[config.mk]
export PLATFORM = sky130hd
export DESIGN_NAME = egr_tqu_prc_req
export DESIGN_NICKNAME = d
export VERILOG_FILES = /design/src/rtl/egr_tqu_prc_req.sv
export SDC_FILE = /design/constraint.sdc
export NUM_CORES = 1
export LEC_CHECK = 0
export BUFFER_PORTS_ARGS = -buffer_cell sky130_fd_sc_hd__buf_2
export CAP_MARGIN = 30
export CORE_UTILIZATION = 35
export DETAILED_ROUTE_END_ITERATION = 10
export GPL_ROUTABILITY_DRIVEN = 0
export HOLD_SLACK_MARGIN = 0.05
export PLACE_DENSITY = 0.63
export SLEW_MARGIN = 5
export SYNTH_ARGS = -nofsm -noshare
export SYNTH_HDL_FRONTEND = slang
export SYNTH_SLANG_ARGS = --single-unit
[constraint.sdc]
create_clock -name cclk -period 3.6 [get_ports cclk]
set_input_delay 0.18 -clock cclk [delete_from_list [all_inputs] [get_ports cclk]]
set_output_delay 0.18 -clock cclk [all_outputs]
set_load 0.02 [all_outputs]
[src/rtl/egr_tqu_prc_req.sv]
// Egress TQU -> PRC read-request issuer: descriptor FIFO, credit-limited output register.
// Optional parity carry/check is enabled with `define EGR_TQU_PRC_PARITY_EN.
module egr_tqu_prc_req #(
    parameter int DEPTH   = 8,
    parameter int CREDITS = 4,
    parameter int PTR_W   = 12,
    parameter int PORT_W  = 5,
    parameter int LEN_W   = 14
) (
    input  logic                       cclk,
    input  logic                       rst,
    input  logic                       sch_valid,
    output logic                       sch_ready,
    input  logic [PORT_W-1:0]          sch_port,
    input  logic [PTR_W-1:0]           sch_ptr,
    input  logic [LEN_W-1:0]           sch_len,
`ifdef EGR_TQU_PRC_PARITY_EN
    input  logic                       sch_par,
    output logic                       prc_req_par,
    output logic                       err_par,
`endif
    output logic                       prc_req_valid,
    input  logic                       prc_req_ready,
    output logic [PORT_W-1:0]          prc_req_port,
    output logic [PTR_W-1:0]           prc_req_ptr,
    output logic [LEN_W-1:0]           prc_req_len,
    input  logic                       prc_done,
    input  logic                       cfg_enable,
    output logic [$clog2(DEPTH):0]     fifo_cnt,
    output logic [$clog2(CREDITS):0]   credit_cnt,
    output logic                       idle,
    output logic                       err_credit_ovf
);
    localparam int AW = $clog2(DEPTH);
    localparam int CW = AW + 1;
    localparam int OW = $clog2(CREDITS) + 1;

    typedef struct packed {
        logic [PORT_W-1:0] port;
        logic [PTR_W-1:0]  ptr;
        logic [LEN_W-1:0]  len;
`ifdef EGR_TQU_PRC_PARITY_EN
        logic              par;
`endif
    } desc_t;

    typedef enum logic [1:0] {IDLE, ISSUE, WAIT_CRED} state_t;

    desc_t          mem [DEPTH];
    desc_t          din, head, req_q;
    logic [AW-1:0]  wr_ptr, rd_ptr;
    logic [CW-1:0]  cnt, cnt_nxt;
    logic [OW-1:0]  outst, outst_nxt;
    logic           push, load, dec, vld_nxt;
    state_t         state;

    assign din.port = sch_port;
    assign din.ptr  = sch_ptr;
    assign din.len  = sch_len;
`ifdef EGR_TQU_PRC_PARITY_EN
    assign din.par  = sch_par;
`endif

    // Ready comes from the registered count only: a full FIFO refuses even while popping.
    assign sch_ready = !rst && (cnt < CW'(DEPTH));
    assign push      = sch_valid && sch_ready;
    assign load      = (!prc_req_valid || prc_req_ready) && (cnt != '0) &&
                       (outst < OW'(CREDITS)) && cfg_enable;
    // A done arriving with nothing outstanding is an error and never underflows.
    assign dec       = prc_done && (outst != '0);
    assign head      = mem[rd_ptr];
    assign vld_nxt   = load || (prc_req_valid && !prc_req_ready);
    assign cnt_nxt   = cnt + CW'(push) - CW'(load);
    assign outst_nxt = outst + OW'(load) - OW'(dec);

    always_ff @(posedge cclk) begin
        if (push) mem[wr_ptr] <= din;
    end

    always_ff @(posedge cclk) begin
        if (rst) begin
            wr_ptr         <= '0;
            rd_ptr         <= '0;
            cnt            <= '0;
            outst          <= '0;
            req_q          <= '0;
            prc_req_valid  <= 1'b0;
            err_credit_ovf <= 1'b0;
            state          <= IDLE;
`ifdef EGR_TQU_PRC_PARITY_EN
            err_par        <= 1'b0;
`endif
        end else begin
            if (push) wr_ptr <= wr_ptr + AW'(1);
            if (load) begin
                rd_ptr <= rd_ptr + AW'(1);
                req_q  <= head;
            end
            cnt           <= cnt_nxt;
            outst         <= outst_nxt;
            prc_req_valid <= vld_nxt;
            if (prc_done && (outst == '0)) err_credit_ovf <= 1'b1;
`ifdef EGR_TQU_PRC_PARITY_EN
            // Even parity: the xor over fields plus parity bit must be zero.
            if (push && (^din)) err_par <= 1'b1;
`endif
            case (state)
                IDLE, WAIT_CRED, ISSUE: begin
                    if (vld_nxt)
                        state <= ISSUE;
                    else if ((cnt_nxt != '0) && !(cfg_enable && (outst_nxt < OW'(CREDITS))))
                        state <= WAIT_CRED;
                    else
                        state <= IDLE;
                end
                default: state <= IDLE;
            endcase
        end
    end

    assign prc_req_port = req_q.port;
    assign prc_req_ptr  = req_q.ptr;
    assign prc_req_len  = req_q.len;
`ifdef EGR_TQU_PRC_PARITY_EN
    assign prc_req_par  = req_q.par;
`endif
    assign fifo_cnt     = cnt;
    assign credit_cnt   = OW'(CREDITS) - outst;
    assign idle         = (state == IDLE) && (cnt == '0) && !prc_req_valid && (outst == '0);

endmodule
==> run_summary.xml, run 1 <==
<?xml version="1.0" encoding="UTF-8"?>
<metrics>
  <group name="routing">
    <metric name="viasPerCell" unit="">4.95</metric>
    <metric name="routed-via-count" unit="">5935</metric>
    <metric name="ant_nets" unit="">0</metric>
    <metric name="drc" unit="">0</metric>
    <metric name="drt-pass1-iter-count" unit="">5</metric>
    <metric name="routed_wire_length_per_instance" unit="um">19.4</metric>
    <metric name="drt_first_iter_violations" unit="">432</metric>
    <metric name="drt-total-wl" unit="mm">23.3</metric>
  </group>
  <group name="place">
    <metric name="io_buffer_count" unit="">78</metric>
    <metric name="postPlaceCellArea" unit="um2">12300</metric>
    <metric name="post-dp-hpwl" unit="mm">13.6</metric>
    <metric name="preCtsSetupSlack" unit="ns">0.807</metric>
  </group>
  <group name="min_path">
    <metric name="whs_path_depth" unit="">4</metric>
    <metric name="terminating_pin_of_the_worst_hold_path" unit="">wr_ptr[1]</metric>
    <metric name="timing.hold.worst.start" unit="">sch_valid</metric>
    <metric name="hold_path_class" unit="">primary input to flop</metric>
  </group>
  <group name="sta">
    <metric name="final_min_period_over_clock_period" unit="">0.773</metric>
    <metric name="timing.max_slew.rel_slack" unit="">0.554</metric>
    <metric name="finalWorstSetupSlack" unit="ns">0.816</metric>
    <metric name="timing.final.max_slew_violations" unit="">0</metric>
    <metric name="tightestPinTransition" unit="ns">0.669</metric>
    <metric name="clock.fmax" unit="MHz">359</metric>
    <metric name="setup_violating_endpoint_count_in_the_final_report" unit="">0</metric>
    <metric name="final_layout_setup_total_negative_slack" unit="ns">0</metric>
    <metric name="timing.final.crit_period" unit="ns">2.78</metric>
    <metric name="finalHoldViolations" unit="">0</metric>
    <metric name="setup_repair_after_global_routing_missed_its_margin" unit="">false</metric>
    <metric name="fin_skew" unit="ns">0.0153</metric>
  </group>
  <group name="cells_and_area">
    <metric name="multi_input_comb_area" unit="um2">2660</metric>
    <metric name="diodes" unit="">0</metric>
    <metric name="fillerInstances" unit="">2761</metric>
    <metric name="final_nets" unit="">824</metric>
    <metric name="final_design_area_no_fill" unit="um2">13600</metric>
    <metric name="sequential_cell_area" unit="um2">8410</metric>
    <metric name="fraction_of_layout_instances_using_a_drive_strength_above_1" unit="">0.238</metric>
    <metric name="area_growth_syn_to_layout" unit="%">20.3</metric>
  </group>
  <group name="global_routing">
    <metric name="grtUsageTotal" unit="">0.144</metric>
    <metric name="grt-ovfl-total" unit="">0</metric>
    <metric name="largest_net_degree_at_the_start_of_global_routing" unit="">49</metric>
    <metric name="first_global_vias" unit="">6150</metric>
    <metric name="number_of_antenna_violations_at_the_first_check_in_global_routing" unit="">0</metric>
    <metric name="first_pass_grt_wire_length" unit="mm">36.2</metric>
  </group>
  <group name="setup_path">
    <metric name="worstPathCellList" unit="">inv_1, ha_1, ha_1, nor2b_1, o2111a_2, buf_4, nand2b_1, nand2_1, ha_1, inv_1, fa_1, xor2_1, a41oi_1</metric>
    <metric name="critical_path.slowest_cell" unit="">sky130_fd_sc_hd__dfxtp_1</metric>
    <metric name="setup.worst_path.end_class" unit="">flop</metric>
    <metric name="critical-path-top-cell-by-count" unit="">sky130_fd_sc_hd__ha_1</metric>
    <metric name="critPathKind" unit="">flop to flop</metric>
    <metric name="number_of_buffer_and_inverter_stages_on_the_critical_path" unit="">3</metric>
    <metric name="r2r-start" unit="">outst[0]</metric>
    <metric name="start_kind" unit="">flop</metric>
    <metric name="crit-reg2reg-capture" unit="">state[1]</metric>
    <metric name="timing.reg2reg.worst_path_depth" unit="">13</metric>
    <metric name="critical_path_cell_count" unit="">13</metric>
    <metric name="cp_data_required_time" unit="ns">4.02</metric>
    <metric name="worst_path_largest_cell_delay" unit="ns">0.38</metric>
    <metric name="r2r_slack" unit="ns">0.82</metric>
    <metric name="path_max_fanout" unit="">14</metric>
    <metric name="worst_ep_arrival_time" unit="ns">3.20</metric>
    <metric name="path_delay_family" unit="">adder cells</metric>
  </group>
  <group name="pwr">
    <metric name="irDropWorstVdd" unit="mV">0.471</metric>
    <metric name="leakage" unit="nW">4.47</metric>
    <metric name="power_per_cell_area" unit="nW/um2">700</metric>
  </group>
  <group name="clock_network">
    <metric name="clock_tree_buf_depth" unit="">3</metric>
    <metric name="tritoncts" unit="">yes</metric>
    <metric name="post-cts-setup-buffer-count" unit="">0</metric>
    <metric name="clkLatencyLatePin" unit="ns">0.56</metric>
    <metric name="cts.reportedPaths.clkPinSlew" unit="ns">0.06</metric>
    <metric name="root_buffer" unit="">sky130_fd_sc_hd__clkbuf_16</metric>
    <metric name="cts.sink_count" unit="">296</metric>
    <metric name="htree_levels" unit="">1</metric>
    <metric name="cts_resized" unit="">0</metric>
    <metric name="cts-buffers-inserted" unit="">30</metric>
  </group>
  <group name="floorplan">
    <metric name="rows" unit="">65</metric>
    <metric name="initial_core_util" unit="">0.357</metric>
    <metric name="die_x" unit="um">182</metric>
    <metric name="design.die.area" unit="um2">33000</metric>
    <metric name="chipHeight" unit="um">182</metric>
    <metric name="io_pins" unit="">79</metric>
    <metric name="core_region_area" unit="um2">31600</metric>
  </group>
  <group name="logic_synthesis">
    <metric name="largest_family_of_logic_cells_by_synthesized_area" unit="">multiplexers</metric>
    <metric name="synth_adder_area_share" unit="">0.0157</metric>
    <metric name="post_synth.cell_area_avg" unit="um2">17.5</metric>
    <metric name="post_synth_xor_area_fraction" unit="">0.00466</metric>
    <metric name="synth_simple_gate_area_share" unit="">0.0470</metric>
    <metric name="synth_compound_area_frac" unit="">0.0461</metric>
    <metric name="yosys-top-cells-area" unit="">sky130_fd_sc_hd__edfxtp_1 (66%), sky130_fd_sc_hd__dfxtp_1 (8.5%), sky130_fd_sc_hd__mux4_2 (6.2%)</metric>
    <metric name="syn_area" unit="um2">11300</metric>
    <metric name="synth.top_cell.area_share" unit="">0.660</metric>
    <metric name="ys_async_sr_fraction" unit="">0</metric>
    <metric name="total_of_flip_flops_plus_latches_after_synthesis" unit="">296</metric>
    <metric name="synth_cell_type_count" unit="">35</metric>
    <metric name="post_synth_mux_area_share" unit="">0.117</metric>
    <metric name="synth_enable_flop_cells" unit="">248</metric>
    <metric name="ys.flop_type" unit="">sky130_fd_sc_hd__edfxtp_1</metric>
    <metric name="ys_seq_area_frac" unit="">0.745</metric>
    <metric name="ys.warnings.count" unit="">0</metric>
    <metric name="yosysMostFrequentCell" unit="">sky130_fd_sc_hd__edfxtp_1</metric>
    <metric name="yosys.area.top_type" unit="">sky130_fd_sc_hd__edfxtp_1</metric>
    <metric name="syn_inst" unit="">645</metric>
    <metric name="synth.top_cells.by_count" unit="">sky130_fd_sc_hd__edfxtp_1 (248), sky130_fd_sc_hd__mux2i_1 (62), sky130_fd_sc_hd__dfxtp_1 (48), sky130_fd_sc_hd__nor2_1 (48), sky130_fd_sc_hd__nor3_1 (33)</metric>
    <metric name="syn-num-nets" unit="">695</metric>
  </group>
  <group name="job">
    <metric name="max_cap_viol_count" unit="">0</metric>
  </group>
  <group name="run_status">
    <metric name="status" unit="">finished clean</metric>
  </group>
</metrics>
==> layout by cell type, fill, tap and decap left out, types with 2 or more instances in the layout <==
cell type	Yosys	routed
sky130_fd_sc_hd__buf_12	0	5
sky130_fd_sc_hd__nor3_1	33	31
sky130_fd_sc_hd__buf_4	9	19
sky130_fd_sc_hd__nor2_4	0	6
sky130_fd_sc_hd__bufinv_16	0	3
sky130_fd_sc_hd__fa_1	2	2
sky130_fd_sc_hd__edfxtp_1	248	248
sky130_fd_sc_hd__dfxtp_1	48	46
sky130_fd_sc_hd__o21ai_0	3	3
sky130_fd_sc_hd__a211oi_1	31	31
sky130_fd_sc_hd__clkinv_2	0	4
sky130_fd_sc_hd__nand2b_1	8	8
sky130_fd_sc_hd__a21oi_1	5	5
sky130_fd_sc_hd__clkinv_8	0	2
sky130_fd_sc_hd__ha_1	11	11
sky130_fd_sc_hd__nor3_2	0	2
sky130_fd_sc_hd__dlygate4sd3_1	0	34
sky130_fd_sc_hd__nand2_1	10	10
sky130_fd_sc_hd__buf_2	13	78
sky130_fd_sc_hd__clkinv_1	0	2
sky130_fd_sc_hd__inv_1	12	12
sky130_fd_sc_hd__clkbuf_16	0	30
sky130_fd_sc_hd__clkbuf_1	10	12
sky130_fd_sc_hd__o22ai_1	31	31
sky130_fd_sc_hd__xor2_1	2	2
sky130_fd_sc_hd__xnor2_1	4	4
sky130_fd_sc_hd__mux4_2	31	31
sky130_fd_sc_hd__clkbuf_8	0	3
sky130_fd_sc_hd__nor2_1	48	42
sky130_fd_sc_hd__mux2i_1	62	62
sky130_fd_sc_hd__nor2b_1	5	5
==> report_power, final <==
| group | internal [W] | switching [W] | leakage (nW) |
|---|---|---|---|
| Clock | 0.00182 | 0.00126 | 0.480 |
| Sequential | 0.00398 | 0.000196 | 2.63 |
| Combinational | 0.000919 | 0.00133 | 1.36 |
==> kinds of logic (layout without fill, tap and decap cells) <==
logic type	after synthesis	after routing
and+or+nand+nor	112	112
buffers and inverters	51	204
AOI/OAI and AO/OA	74	74
muxes	93	93
DFF	296	296
xor gates and xnor gates	6	6
adders and majority gates	13	13
==> how the worst max path moves through the flow <==
stage | start | slack [ns] | endpoint
2_1_floorplan | fifo_cnt[3] | 0.07 | mem[0][0]
3_3_place_gp | outst[0] | 0.88 | state[1]
3_5_place_dp | outst[0] | 0.81 | state[1]
4_1_cts | outst[0] | 0.79 | state[1]
5_1_grt | outst[0] | 0.58 | state[1]
6_report | outst[0] | 0.82 | state[1]
==> flip-flops by register name, indices dropped and copies added (netlist names) <==
name and count:
prc_req_port 5, mem 248, prc_req_ptr 12, rd_ptr 3, err_credit_ovf 1, outst 3, prc_req_len 14, prc_req_valid 1
state 2, fifo_cnt 4, wr_ptr 3
==> timing repair <==
item	in CTS	in global routing
hold endpoints to repair	252	0
hold buffers	34	0
endpoints found under the setup margin	0	0
==> through the flow <==
| step | util | instances | total power [W] | hold WS, ns |
|---|---|---|---|---|
| floorplan | - | 645 | 0.00583 | 0.279 |
| global placement | 0.387 | 1110 | 0.00647 | 0.426 |
| detailed placement | 0.387 | 1110 | 0.00650 | 0.430 |
| CTS | 0.429 | 1200 | 0.00961 | 0.0959 |
| global route | 0.429 | 1200 | 0.00997 | 0.149 |
| finish | 0.429 | 1200 | 0.00950 | 0.119 |
==> area by class of cell <==
| cell class | instances | area share |
|---|---|---|
| Tap cell | 402 | 0.0370 |
| Inverter | 12 | 0.00332 |
| Clock inverter | 11 | 0.0111 |
| Timing Repair Buffer | 136 | 0.0717 |
| Multi-Input combinational cell | 298 | 0.196 |
| Clock buffer | 45 | 0.0616 |
| Sequential cell | 296 | 0.620 |
==> tightest hold or removal path, cell delays in order <==
cell,delay [ns]
sky130_fd_sc_hd__buf_2,0.09
sky130_fd_sc_hd__nor3b_2,0.20
sky130_fd_sc_hd__nand2_1,0.07
sky130_fd_sc_hd__o21ai_0,0.06
==> routing by layer <==
layer | global-route usage | wire (um) | vias to the layer above
met5 | 0 | 0 | -
li1 | - | - | 2783
met3 | 0.0223 | 968 | 36
met1 | 0.199 | 10700 | 2983
met2 | 0.236 | 11200 | 133
met4 | 0.0380 | 499 | 0
(Power assumes the default switching activity.)
==> run 2: changes to the inputs <==
ABC_AREA = 1   (was default)
PLACE_DENSITY = 0.61   (was 0.63)
clock period = 2.85 ns   (was 3.6 ns; I/O delays follow)
==> run_summary.xml, run 2 <==
<?xml version="1.0" encoding="UTF-8"?>
<metrics>
  <group name="run_status">
    <metric name="status" unit="">finished with violations</metric>
    <metric name="failed_checks" unit="">design-rule violations</metric>
  </group>
  <group name="logic_synthesis">
    <metric name="syn-num-nets" unit="">1365</metric>
    <metric name="syn_area" unit="um2">12800</metric>
    <metric name="yosysMostFrequentCell" unit="">sky130_fd_sc_hd__nand2_1</metric>
    <metric name="synth.top_cell.area_share" unit="">0.582</metric>
    <metric name="synth.top_cells.by_count" unit="">sky130_fd_sc_hd__nand2_1 (370), sky130_fd_sc_hd__inv_1 (306), sky130_fd_sc_hd__edfxtp_1 (248), sky130_fd_sc_hd__nand3_1 (190), sky130_fd_sc_hd__dfxtp_1 (48)</metric>
    <metric name="ys_async_sr_fraction" unit="">0</metric>
    <metric name="ys.flop_type" unit="">sky130_fd_sc_hd__edfxtp_1</metric>
    <metric name="synth_cell_type_count" unit="">27</metric>
    <metric name="synth_enable_flop_cells" unit="">248</metric>
    <metric name="yosys.area.top_type" unit="">sky130_fd_sc_hd__edfxtp_1</metric>
    <metric name="post_synth.cell_area_avg" unit="um2">9.73</metric>
    <metric name="ys.warnings.count" unit="">0</metric>
    <metric name="syn_inst" unit="">1315</metric>
    <metric name="ys_seq_area_frac" unit="">0.657</metric>
    <metric name="yosys-top-cells-area" unit="">sky130_fd_sc_hd__edfxtp_1 (58%), sky130_fd_sc_hd__nand2_1 (11%), sky130_fd_sc_hd__inv_1 (9.0%)</metric>
    <metric name="total_of_flip_flops_plus_latches_after_synthesis" unit="">296</metric>
  </group>
  <group name="min_path">
    <metric name="terminating_pin_of_the_worst_hold_path" unit="">mem[2][25]</metric>
    <metric name="timing.hold.worst.start" unit="">sch_ptr[11]</metric>
    <metric name="hold_path_class" unit="">primary input to flop</metric>
    <metric name="whs_path_depth" unit="">2</metric>
  </group>
  <group name="routing">
    <metric name="routed_wire_length_per_instance" unit="um">14.9</metric>
    <metric name="drc" unit="">6</metric>
    <metric name="drt-total-wl" unit="mm">28.6</metric>
    <metric name="drt_first_iter_violations" unit="">589</metric>
    <metric name="routed-via-count" unit="">8604</metric>
    <metric name="ant_nets" unit="">0</metric>
    <metric name="drt-pass1-iter-count" unit="">8</metric>
    <metric name="viasPerCell" unit="">4.49</metric>
  </group>
  <group name="setup_path">
    <metric name="crit-reg2reg-capture" unit="">state[1]</metric>
    <metric name="critical-path-top-cell-by-count" unit="">sky130_fd_sc_hd__inv_1</metric>
    <metric name="start_kind" unit="">flop</metric>
    <metric name="cp_data_required_time" unit="ns">3.31</metric>
    <metric name="r2r-start" unit="">outst[0]</metric>
    <metric name="worst_ep_arrival_time" unit="ns">3.13</metric>
    <metric name="critPathKind" unit="">flop to flop</metric>
    <metric name="critical_path.slowest_cell" unit="">sky130_fd_sc_hd__fa_1</metric>
    <metric name="timing.reg2reg.worst_path_depth" unit="">17</metric>
    <metric name="worstPathCellList" unit="">inv_1, ha_1, ha_1, inv_1, nand2_1, nor2_2, nand3_2, nor2_2, inv_1, nand2_1, ha_1, inv_1, fa_1, xor2_2, nand3_1, nor2_1, nor2_1</metric>
    <metric name="setup.worst_path.end_class" unit="">flop</metric>
    <metric name="worst_path_largest_cell_delay" unit="ns">0.42</metric>
    <metric name="r2r_slack" unit="ns">0.18</metric>
    <metric name="path_max_fanout" unit="">3</metric>
  </group>
  <group name="cells_and_area">
    <metric name="regMostFlops" unit="">mem</metric>
    <metric name="largest_reg_flops" unit="">248</metric>
    <metric name="area_growth_syn_to_layout" unit="%">20.1</metric>
    <metric name="fillerInstances" unit="">3417</metric>
    <metric name="most_common_cell_after_layout_fill_and_taps_aside" unit="">sky130_fd_sc_hd__nand2_1</metric>
    <metric name="sequential_cell_area" unit="um2">8410</metric>
    <metric name="multi_input_comb_area" unit="um2">2980</metric>
    <metric name="final_design_area_no_fill" unit="um2">15400</metric>
    <metric name="fraction_of_layout_instances_using_a_drive_strength_above_1" unit="">0.122</metric>
    <metric name="final_nets" unit="">1480</metric>
    <metric name="layout_common_cells" unit="">sky130_fd_sc_hd__nand2_1 (370), sky130_fd_sc_hd__inv_1 (305), sky130_fd_sc_hd__edfxtp_1 (248)</metric>
  </group>
  <group name="floorplan">
    <metric name="io_pins" unit="">79</metric>
    <metric name="core_region_area" unit="um2">35700</metric>
    <metric name="die_x" unit="um">193</metric>
    <metric name="design.die.area" unit="um2">37300</metric>
    <metric name="chipHeight" unit="um">193</metric>
    <metric name="rows" unit="">69</metric>
    <metric name="initial_core_util" unit="">0.358</metric>
  </group>
  <group name="clock_network">
    <metric name="cts.sink_count" unit="">296</metric>
    <metric name="clkLatencyLatePin" unit="ns">0.57</metric>
    <metric name="post-cts-setup-buffer-count" unit="">0</metric>
    <metric name="cts.reportedPaths.clkPinSlew" unit="ns">0.06</metric>
    <metric name="cts-buffers-inserted" unit="">31</metric>
    <metric name="htree_levels" unit="">1</metric>
    <metric name="clock_tree_buf_depth" unit="">3</metric>
    <metric name="root_buffer" unit="">sky130_fd_sc_hd__clkbuf_16</metric>
    <metric name="tritoncts" unit="">yes</metric>
  </group>
  <group name="pwr">
    <metric name="irDropWorstVdd" unit="mV">0.534</metric>
    <metric name="power_per_cell_area" unit="nW/um2">861</metric>
    <metric name="leakage" unit="nW">6.91</metric>
    <metric name="p_total" unit="W">0.0132</metric>
  </group>
  <group name="place">
    <metric name="postPlaceCellArea" unit="um2">13800</metric>
    <metric name="io_buffer_count" unit="">78</metric>
    <metric name="post-dp-hpwl" unit="mm">15.9</metric>
  </group>
  <group name="sta">
    <metric name="clock.fmax" unit="MHz">375</metric>
    <metric name="setup_violating_endpoint_count_in_the_final_report" unit="">0</metric>
    <metric name="final_layout_setup_total_negative_slack" unit="ns">0</metric>
    <metric name="final_min_period_over_clock_period" unit="">0.935</metric>
    <metric name="timing.hold.ws" unit="ns">0.384</metric>
    <metric name="tightestPinTransition" unit="ns">0.639</metric>
    <metric name="finalHoldViolations" unit="">0</metric>
    <metric name="timing.max_slew.rel_slack" unit="">0.574</metric>
    <metric name="setup_repair_after_global_routing_missed_its_margin" unit="">false</metric>
    <metric name="timing.final.max_slew_violations" unit="">0</metric>
    <metric name="fin_skew" unit="ns">0.0236</metric>
    <metric name="timing.final.crit_period" unit="ns">2.67</metric>
  </group>
  <group name="global_routing">
    <metric name="grt-ovfl-total" unit="">0</metric>
    <metric name="first_global_vias" unit="">8391</metric>
    <metric name="number_of_antenna_violations_at_the_first_check_in_global_routing" unit="">1</metric>
    <metric name="first_pass_grt_wire_length" unit="mm">45.9</metric>
    <metric name="largest_net_degree_at_the_start_of_global_routing" unit="">127</metric>
    <metric name="grtUsageTotal" unit="">0.155</metric>
  </group>
  <group name="job">
    <metric name="max_cap_viol_count" unit="">0</metric>
  </group>
</metrics>
run 2: changes by cell type after synthesis, sizes merged, moves of 26 or more:
cell    delta
nor3      -31
nor2      -26
o22ai     -31
mux4      -31
a21oi     +36
a211oi    -31
inv      +298
nand2    +361
nand3    +191
mux2i     -62
run 2: logic make-up (layout without fill, tap and decap cells):
kind of cell / count (synthesis) / in the layout / share of synthesized area
simple gates: 591 / 591 / 0.194
flops: 296 / 296 / 0.657
buf+inv: 370 / 510 / 0.117
fa+ha+maj: 13 / 13 / 0.0139
other cells: 0 / 1 / 0
xor+xnor: 1 / 1 / 0.000684
compound gates: 44 / 44 / 0.0179
run 2: power breakdown:
part,switching (W),internal [W]
clock network,0.00171,0.00286
registers,0.000178,0.00503
logic,0.00232,0.00114
total,0.00421,0.00903
run 2: timing repair:
action / 4_1_cts / 5_1_grt
endpoints found under the setup margin: 0 / 2
hold endpoints to repair: 265 / 0
resized for setup: 0 / 6
hold buffers: 40 / 0
run 2: area by class of cell:
type	instances	share of cell area
antenna	1	0.000163
multi-input combinational	649	0.194
sequential	296	0.547
clock buffer	34	0.0525
clock inverter	24	0.0237
tap	461	0.0375
timing repair buffer	142	0.0696
inverter	310	0.0758
run 2: worst max path at each step:
stage	from	to	cells past startpoint
3_3_place_gp	outst[1]	state[1]	17
2_1_floorplan	fifo_cnt[3]	mem[0][0]	5
5_1_grt	outst[0]	state[1]	17
4_1_cts	outst[1]	state[1]	17
3_5_place_dp	outst[1]	state[1]	17
6_report	outst[0]	state[1]	17
run 2: critical path, delay by kind of cell (launching register included):
| family | cells | cell delay (ns) |
|---|---|---|
| and+or+nand+nor | 8 | 0.79 |
| buffers and inverters | 4 | 0.26 |
| xor gates and xnor gates | 1 | 0.18 |
| DFF | 1 | 0.35 |
| adders and majority gates | 4 | 0.97 |
run 2: per-stage QoR:
step,setup slack [ns],util,cells
after global routing,0.0116,0.430,1917
after detailed placement,0.0236,0.386,1818
after floorplan,-0.0335,-,1315
final,0.184,0.430,1917
after CTS,0.00858,0.430,1916
after global placement,0.150,0.386,1818
run 2: layer usage:
layer / vias up / track usage / wire [um]
met5: - / 0 / 0
met4: 0 / 0.0347 / 442
li1: 4354 / - / -
met2: 200 / 0.254 / 13300
met3: 38 / 0.0251 / 1590
met1: 4012 / 0.216 / 13300
